--- config.mk ---
export PLATFORM = sky130hd
export DESIGN_NAME = icache_direct_flat
export DESIGN_NICKNAME = d
export VERILOG_FILES = /design/src/rtl/icache_direct_if.sv /design/src/rtl/icache_direct.sv /design/src/flat_wrapper.sv
export SDC_FILE = /design/constraint.sdc
export NUM_CORES = 2
export LEC_CHECK = 0
export ABC_AREA = 0
export CORE_ASPECT_RATIO = 0.7
export CORE_MARGIN = 4
export CORE_UTILIZATION = 55
export CTS_CLUSTER_DIAMETER = 30
export DETAILED_ROUTE_END_ITERATION = 8
export PLACE_DENSITY = 0.72
export SYNTH_ARGS = -nofsm -noshare
export SYNTH_HDL_FRONTEND = slang
export SYNTH_MEMORY_MAX_BITS = 65536
export SYNTH_SLANG_ARGS = --single-unit
--- constraint.sdc ---
create_clock -name clk -period 3.75 [get_ports clk]
set_input_delay 0.5625 -clock clk [delete_from_list [all_inputs] [get_ports clk]]
set_output_delay 0.5625 -clock clk [all_outputs]
set_load 0.02 [all_outputs]
--- src/rtl/icache_direct_if.sv ---
// Fetch-side and refill-side signals of the direct-mapped I-cache.
// slave = cache, master = ifetch + memory controller.
interface icache_direct_if;
  logic [31:0] IC_addr;
  logic        IC_addr_sgn;
  logic        pc_change;
  logic        IC_ins_sgn;
  logic [31:0] IC_ins;
  logic        mc_req;
  logic [31:0] mc_addr;
  logic        mc_valid;
  logic [7:0]  mc_byte;

  modport slave (
    input  IC_addr, IC_addr_sgn, pc_change,
    input  mc_valid, mc_byte,
    output IC_ins_sgn, IC_ins,
    output mc_req, mc_addr
  );

  modport master (
    output IC_addr, IC_addr_sgn, pc_change,
    output mc_valid, mc_byte,
    input  IC_ins_sgn, IC_ins,
    input  mc_req, mc_addr
  );
endinterface

--- src/rtl/icache_direct.sv ---
// Direct-mapped instruction cache with byte-serial line refill.
// A refill always completes, then the current PC is looked up again.
module icache_direct #(
  parameter int INDEX_BITS  = 5,
  parameter int OFFSET_BITS = 4
) (
  input logic             clk,
  input logic             rst,
  input logic             rdy,
  icache_direct_if.slave  bus
);
  localparam int LINES  = 1 << INDEX_BITS;
  localparam int LBYTES = 1 << OFFSET_BITS;
  localparam int TAG_W  = 32 - INDEX_BITS - OFFSET_BITS;
  localparam int IDX_LO = OFFSET_BITS;
  localparam int TAG_LO = OFFSET_BITS + INDEX_BITS;

  typedef enum logic [1:0] {
    IDLE,
    RESP,
    REFILL,
    WAIT
  } state_t;

  state_t state, state_nx;

  logic [LINES-1:0]       valid;
  logic [TAG_W-1:0]       tags [LINES];
  logic [7:0]             mem  [LINES][LBYTES];
  logic [OFFSET_BITS-1:0] cnt;
  logic [31:0]            ins_q;
  logic                   req_q;
  logic [31:0]            addr_q;

  logic [INDEX_BITS-1:0]  idx;
  logic [TAG_W-1:0]       tag;
  logic [OFFSET_BITS-1:0] boff;
  logic                   hit;
  logic [31:0]            word;
  logic [INDEX_BITS-1:0]  ridx;
  logic [TAG_W-1:0]       rtag;
  logic                   last;
  logic                   unused_pc;

  // pc_change needs no action: refills never abort and
  // RESP/WAIT are already committed.
  assign unused_pc = bus.pc_change;

  assign idx  = bus.IC_addr[TAG_LO-1:IDX_LO];
  assign tag  = bus.IC_addr[31:TAG_LO];
  assign boff = bus.IC_addr[OFFSET_BITS-1:0]
              & ~OFFSET_BITS'(3);
  assign hit  = valid[idx] && (tags[idx] == tag);

  assign word = {mem[idx][boff + OFFSET_BITS'(3)],
                 mem[idx][boff + OFFSET_BITS'(2)],
                 mem[idx][boff + OFFSET_BITS'(1)],
                 mem[idx][boff]};

  // Refill target comes from the latched line address,
  // so a PC redirect mid-refill cannot retarget it.
  assign ridx = addr_q[TAG_LO-1:IDX_LO];
  assign rtag = addr_q[31:TAG_LO];
  assign last = (cnt == {OFFSET_BITS{1'b1}});

  assign bus.IC_ins_sgn = (state == RESP);
  assign bus.IC_ins     = ins_q;
  assign bus.mc_req     = req_q;
  assign bus.mc_addr    = addr_q;

  // Next-state logic
  always_comb begin
    state_nx = state;
    unique case (state)
      IDLE: begin
        if (bus.IC_addr_sgn)
          state_nx = hit ? RESP : REFILL;
      end
      RESP:   state_nx = WAIT;
      WAIT:   state_nx = IDLE;
      REFILL: begin
        if (bus.mc_valid && last)
          state_nx = IDLE;
      end
      default: state_nx = IDLE;
    endcase
  end

  // State register, frozen while rdy is low
  always_ff @(posedge clk) begin
    if (!rst)
      state <= IDLE;
    else if (rdy)
      state <= state_nx;
  end

  // Control registers: valid bits, output word, refill request
  always_ff @(posedge clk) begin
    if (!rst) begin
      valid  <= '0;
      ins_q  <= '0;
      req_q  <= 1'b0;
      addr_q <= '0;
      cnt    <= '0;
    end else if (rdy) begin
      unique case (state)
        IDLE: begin
          if (bus.IC_addr_sgn) begin
            if (hit) begin
              ins_q <= word;
            end else begin
              addr_q <= {bus.IC_addr[31:OFFSET_BITS],
                         {OFFSET_BITS{1'b0}}};
              req_q  <= 1'b1;
              cnt    <= '0;
              valid[idx] <= 1'b0;
            end
          end
        end
        REFILL: begin
          if (bus.mc_valid) begin
            cnt <= cnt + 1'b1;
            if (last) begin
              valid[ridx] <= 1'b1;
              req_q       <= 1'b0;
            end
          end
        end
        default: ;
      endcase
    end
  end

  // Line storage and tags; no reset needed, gated by valid
  always_ff @(posedge clk) begin
    if (rst && rdy && state == REFILL && bus.mc_valid) begin
      mem[ridx][cnt] <= bus.mc_byte;
      if (last)
        tags[ridx] <= rtag;
    end
  end
endmodule

--- src/flat_wrapper.sv ---
// flat-port wrapper written by rule: the top's interface ports become plain ports
module icache_direct_flat 
#(
  parameter int INDEX_BITS  = 5,
  parameter int OFFSET_BITS = 4
)
  (clk, rst, rdy, bus_IC_addr, bus_IC_addr_sgn, bus_pc_change, bus_mc_valid, bus_mc_byte, bus_IC_ins_sgn, bus_IC_ins, bus_mc_req, bus_mc_addr);
  icache_direct_if bus_i ();
  input logic clk;
  input logic rst;
  input logic rdy;
  input wire logic [$bits(bus_i.IC_addr)-1:0] bus_IC_addr;
  input wire logic [$bits(bus_i.IC_addr_sgn)-1:0] bus_IC_addr_sgn;
  input wire logic [$bits(bus_i.pc_change)-1:0] bus_pc_change;
  input wire logic [$bits(bus_i.mc_valid)-1:0] bus_mc_valid;
  input wire logic [$bits(bus_i.mc_byte)-1:0] bus_mc_byte;
  output wire logic [$bits(bus_i.IC_ins_sgn)-1:0] bus_IC_ins_sgn;
  output wire logic [$bits(bus_i.IC_ins)-1:0] bus_IC_ins;
  output wire logic [$bits(bus_i.mc_req)-1:0] bus_mc_req;
  output wire logic [$bits(bus_i.mc_addr)-1:0] bus_mc_addr;
  assign bus_i.IC_addr = bus_IC_addr;
  assign bus_i.IC_addr_sgn = bus_IC_addr_sgn;
  assign bus_i.pc_change = bus_pc_change;
  assign bus_i.mc_valid = bus_mc_valid;
  assign bus_i.mc_byte = bus_mc_byte;
  assign bus_IC_ins_sgn = bus_i.IC_ins_sgn;
  assign bus_IC_ins = bus_i.IC_ins;
  assign bus_mc_req = bus_i.mc_req;
  assign bus_mc_addr = bus_i.mc_addr;
  icache_direct #(.INDEX_BITS(INDEX_BITS), .OFFSET_BITS(OFFSET_BITS)) u_core (.clk(clk), .rst(rst), .rdy(rdy), .bus(bus_i));
endmodule
Word-level counts from Yosys, hierarchy flattened:

Memory sizes are Yosys's and may differ from the RTL's.
Cells that the tools add are included.
W data, S select, Z words.

* register bits: 99
* memory bits (writable): 4832
* input bits: 46
* output and inout port bits: 66
* word-level logic and storage cells: 99
* memories kept: 2

* $add $sub $neg: 4
* magnitude comparators: 10
* equal/unequal tests: 10
* multiplexer cells: 43
* bitwise operators: 9
* reductions and logical operators: 15

Memories
* u_core.mem: depth 32, width 128, rd ports 1, clocked after memory_dff 0, write ports 1, RTL line icache_direct.sv:29 `logic [7:0] mem [LINES][LBYTES];`
* u_core.tags: depth 32, width 23, rd ports 1, clocked after memory_dff 0, write ports 1, RTL line icache_direct.sv:28 `logic [TAG_W-1:0] tags [LINES];`

Operators by type and width (number)
* $bmux W8 S4: 4
* $mux W128: 1
* $mux W32: 4
* $mux W8: 9
* $pmux W32 S2: 1
* $and A32 B32 Y32: 1
* $demux W8 S4: 1
* $not A32 Y32: 1
* $or A32 B32 Y32: 1
* $ge A5 B5 Y1 const B: 5
* $not A4 Y5: 5
* $eq A23 B23 Y1: 1
* $lt A5 B6 Y1 const B: 2
* $mux W4: 3
* $mux W1: 11
* $demux W1 S5: 2
* $ge A5 B1 Y1 const B: 2
* $add A4 B1 Y4 const B: 2
* $add A4 B2 Y4 const B: 2
* $logic_and A1 B1 Y1: 8
* $pmux W2 S4: 1
* $pmux W4 S2: 1
* $reduce_and A4 Y1: 2
* $mux W2: 3
* other kinds (14): 18

Longest topological paths before layout:

* depth in word-level cells: 9
* gate-level depth with buffers: 18

Worst setup path before layout:

Ideal clock, no wire load.

* path type: input-to-reg
* from: input port bus_IC_addr[5]
* to: register u_core.valid[28]
* setup time: 0.075 ns
* data arrival time: 3.630 ns
* data required time: 3.675 ns
* path slack: 0.045 ns
* cell stages on the path: 13
* cells stage by stage: buf_6 -> clkbuf_1 -> mux2i_1 -> o22ai_1 -> or4_1 -> or3_1 -> a22oi_1 -> nand4_1 -> clkbuf_1 -> or3_1 -> buf_2 -> buf_1 -> a31oi_1

* word-level cells in the longest chain between the ends: 9
* elaborated cells between the ends (all ways): 17
* those cells by class: order compare: 2; eq/ne: 2; mux: 7; bitwise: 2; reduce/logical: 3; memory: 1

Ends and longest elaborated chain
* start, declared: RTL line flat_wrapper.sv:12 `input wire logic [$bits(bus_i.IC_addr)-1:0] bus_IC_addr;`
* $lt A5 B6 Y1 (implied by the code) / $ge A5 B1 Y1 (equally long branches): RTL line icache_direct.sv:116 `valid[idx] <= 1'b0;`
* $logic_and A1 B1 Y1 (implied by the code): RTL line icache_direct.sv:116
* $mux W1 (implied by the code): RTL line icache_direct.sv:116
* $demux W1 S5
* $not A32 Y32 (no line)
* $and A32 B32 Y32 (no line)
* $mux W32: RTL line icache_direct.sv:109 `if (hit) begin`
* $mux W32: RTL line icache_direct.sv:108 `if (bus.IC_addr_sgn) begin`
* $pmux W32 S2: RTL line icache_direct.sv:106 `unique case (state)`
* end signal, assigned: RTL line icache_direct.sv:100 `valid <= '0;`
* end signal, assigned by index: RTL line icache_direct.sv:116
* end signal, assigned by index: RTL line icache_direct.sv:124 `valid[ridx] <= 1'b1;`
* end, declared: RTL line icache_direct.sv:27 `logic [LINES-1:0] valid;`

Parallel ways exist; a longest one is shown, timed or not. The select of a mux whose other input is x is not followed.
A chain may end at the register's enable or synchronous reset.

Worst setup path after layout:

* from: memory u_core.tags[12][8] (netlist name)
* to: register u_core.ins_q[18], in the netlist u_core.bus.IC_ins[18]

* word-level cells in the longest chain between the ends: 4

Ends and longest elaborated chain
* start, declared: RTL line icache_direct.sv:28
* $mem_v2 Z32 W23
* $eq A23 B23 Y1: RTL line icache_direct.sv:53 `assign hit = valid[idx] && (tags[idx] == tag);`
* $logic_and A1 B1 Y1: RTL line icache_direct.sv:53
* $reduce_and A4 Y1 (no line)
* end signal, assigned: RTL line icache_direct.sv:110 `ins_q <= word;`
* end, declared: RTL line icache_direct.sv:31 `logic [31:0] ins_q;`

No other way between the ends.

==> impl_metrics.env <==
export IMPL_gp_congestion=0.908
export IMPL_start_util=0.554
export IMPL_tightest_slew_ns=1.21
export IMPL_vias=106443
export IMPL_htreeDepth=6
export IMPL_synth_top_cell_area_share=0.760
export IMPL_antenna_found_initial=33
export IMPL_cts_setup_buffers=0
export IMPL_cts_tree="yes"
export IMPL_internal_power_uw=97700
export IMPL_clk_latency_ns=0.98
export IMPL_max_freq_mhz=263
export IMPL_cts_buffers_inserted=602
export IMPL_setup_viol=20
export IMPL_clkPwrFrac=0.466
export IMPL_p_leak_uw=0.0757
export IMPL_cp_arrival_ns=4.60
export IMPL_numPortBuffers=104
export IMPL_ys_ff_latch=4931
export IMPL_grt_pass1_wl_um=774000
export IMPL_seq_power_share=0.484
export IMPL_core_area_sq_mm=0.345
export IMPL_synthTopCellsByCount="edfxtp_1 (4,832), mux4_2 (1,070), mux2i_1 (660), nor2_1 (613), clkbuf_1 (262)"
export IMPL_hold_violations=0
export IMPL_cellPowerDensity_mw_per_mm2=549
export IMPL_power_frac_comb=0.050
export IMPL_first_global_vias=103890
export IMPL_violations="setup timing"
export IMPL_grt_use_total=0.303
export IMPL_cts_buffer_depth=4
export IMPL_area_growth_syn_to_layout_pct=19.5
export IMPL_skew_ns=0.0745
export IMPL_synthFlopType="edfxtp_1"
export IMPL_synth_most_common_cell="edfxtp_1"
export IMPL_slew_viol_final=0
export IMPL_final_util=0.662
export IMPL_ir_drop_mv=0.515
export IMPL_yosysUniqueCellTypes=67
export IMPL_endpoint_kind="flop"
export IMPL_grt_overflow_total=0
export IMPL_min_delay_path_class="in -> reg"
export IMPL_async_flop_share=0
export IMPL_place_hpwl_um=323000
export IMPL_instances_no_fill=15723
export IMPL_avgSynthCellArea_sq_um=20.7
export IMPL_vias_per_cell=6.77
export IMPL_drt_iter0_markers=17940
export IMPL_synth_area_sq_mm=0.191
export IMPL_fin_ws_ns=-0.0465
export IMPL_drive_above_1_share=0.314
export IMPL_fin_crit_ns=3.80
export IMPL_die_w_um=712
export IMPL_dp_cells=14611
export IMPL_drtPass1Iterations=7
export IMPL_postRouteWirelength_um=545000
export IMPL_ctsRootBufferMaster="clkbuf_16"
export IMPL_p_sw_frac=0.220
export IMPL_crit_path_start_kind="flop"
export IMPL_drc=0
export IMPL_synth_edff_count=4832
export IMPL_rows=180
export IMPL_dieHeight_um=501
export IMPL_dieArea_sq_mm=0.357
export IMPL_critPathRequiredTime_ns=4.55
export IMPL_grt_max_degree=158
export IMPL_slew_headroom=0.194
export IMPL_yosysTopAreaCell="edfxtp_1"
export IMPL_critical_path_class="reg -> reg"
export IMPL_ant_nets=0
export IMPL_io_pins=112
export IMPL_finalCritPeriodShare=1.01
export IMPL_status="complete, but fails checks"
export IMPL_grt_setup_unrepaired="false"
export IMPL_synth_warnings=0
export IMPL_finalNetCount=10716
export IMPL_maxCapViolations=0
export IMPL_critPathMaxFanout=32
export IMPL_clock_sinks=4931
export IMPL_switching_power_uw=27600
export IMPL_routedWlPerCell_um=34.6
export IMPL_ys_seq_area_frac=0.770
export IMPL_synthTopCellsByArea="edfxtp_1 (76%), mux4_2 (13%), mux2i_1 (3.5%)"
export IMPL_synth_cells=9225
export IMPL_clk_pin_slew_ns=0.06
==> per-layer routing <==
layer / vias up / global-route usage / part of all wire
met3: 1225 / 0.103 / 0.15
met1: 55042 / 0.443 / 0.37
met2: 8694 / 0.433 / 0.44
li1: 41468 / - / -
met5: - / 0.00510 / 0.00017
met4: 14 / 0.0997 / 0.037
==> power by group through the flow <==
stage               combinational, uW  clock, uW  sequential [uW]
finish                           6300      58400            60600
global route                     6510      61500            60600
CTS                              6150      58800            60600
detailed placement               6100          0            61800
global placement                 5970          0            61800
floorplan                        2820          0            61900
==> state kept, by name (all words and copies together), names as in the netlist <==
signal / count
u_core.mem: 4096
u_core.tags: 736
u_core.bus.IC_ins: 32
u_core.valid: 32
u_core.bus.mc_addr: 28
u_core.cnt: 4
u_core.state: 2
u_core.bus.mc_req: 1
==> placed cells by master, fill, tap and decap left out, types with 46 or more instances in the layout <==
master / n
clkinv_2: 61
bufinv_16: 61
mux4_2: 1070
o22ai_1: 252
clkinv_4: 50
clkinvlp_4: 58
mux2i_1: 659
nor2_1: 578
nand2_1: 182
a21oi_1: 151
inv_6: 78
clkinv_1: 64
o21ai_0: 154
nor3_1: 64
buf_4: 1145
buf_12: 191
edfxtp_1: 4832
clkbuf_16: 615
a22oi_1: 54
and3_1: 46
clkdlybuf4s50_1: 88
clkbuf_1: 68
dfxtp_1: 99
==> worst max-delay path: stages, from the launching register on <==
cell and delay, ns:
edfxtp_1 0.40, mux2i_1 0.22, o22ai_1 0.14, or4_1 0.57
or3_1 0.39, a22oi_2 0.28, nand4_1 0.16, buf_4 0.22
or4_2 0.75, buf_12 0.22, mux2i_1 0.20
==> kinds of logic after synthesis <==
kind of cell	Yosys count	share of synthesized area
adder cells (fa/ha/maj)	4	0.000262
multiplexers	1744	0.162
other	1	0.0000196
XOR/XNOR	1	0.0000459
AO/OA/AOI/OAI	850	0.0287
flip-flops	4931	0.770
AND/OR/NAND/NOR	1082	0.0245
buffers and inverters	612	0.0143
==> layout make-up <==
class | instances | area, sq um
Antenna cell | 19 | 47.5
Clock buffer | 686 | 15700
Clock inverter | 406 | 4460
Fill cell | 21269 | 116000
Inverter | 8 | 41.3
Multi-Input combinational cell | 3685 | 41600
Sequential cell | 4931 | 147000
Tap cell | 4550 | 5690
Timing Repair Buffer | 1438 | 13500
==> through the flow <==
step	worst slack [ns]	total power (uW)	area, sq um	hold slack (ns)	TNS, ns
CTS	0.00872	126000	228000	0.0515	0
finish	-0.0465	125000	228000	0.0941	-0.247
floorplan	0.0451	64700	191000	0.508	0
global placement	-0.831	67700	208000	0.531	-61.62
global route	0.00644	129000	228000	0.0759	0
detailed placement	-0.843	67900	208000	0.543	-65.03
==> path summary, 6_finish.rpt <==
path	from	endpoint	slack, ns	cells after the start
setup / recovery	u_core.tags[12][8]	u_core.bus.IC_ins[18]	-0.05	10
hold / removal	bus_mc_byte[5]	u_core.mem[12][61]	0.09	1
setup reg to reg	u_core.tags[12][8]	u_core.bus.IC_ins[18]	-0.05	10
hold reg to reg	u_core.bus.IC_ins[6]	u_core.bus.IC_ins[6]	0.55	2
==> what timing repair did <==
action	CTS	global route
setup endpoints to repair	0	98
endpoints found under the hold margin	1	0
resized for setup	0	16
hold buffers	1	0
(Power assumes the default switching activity.)
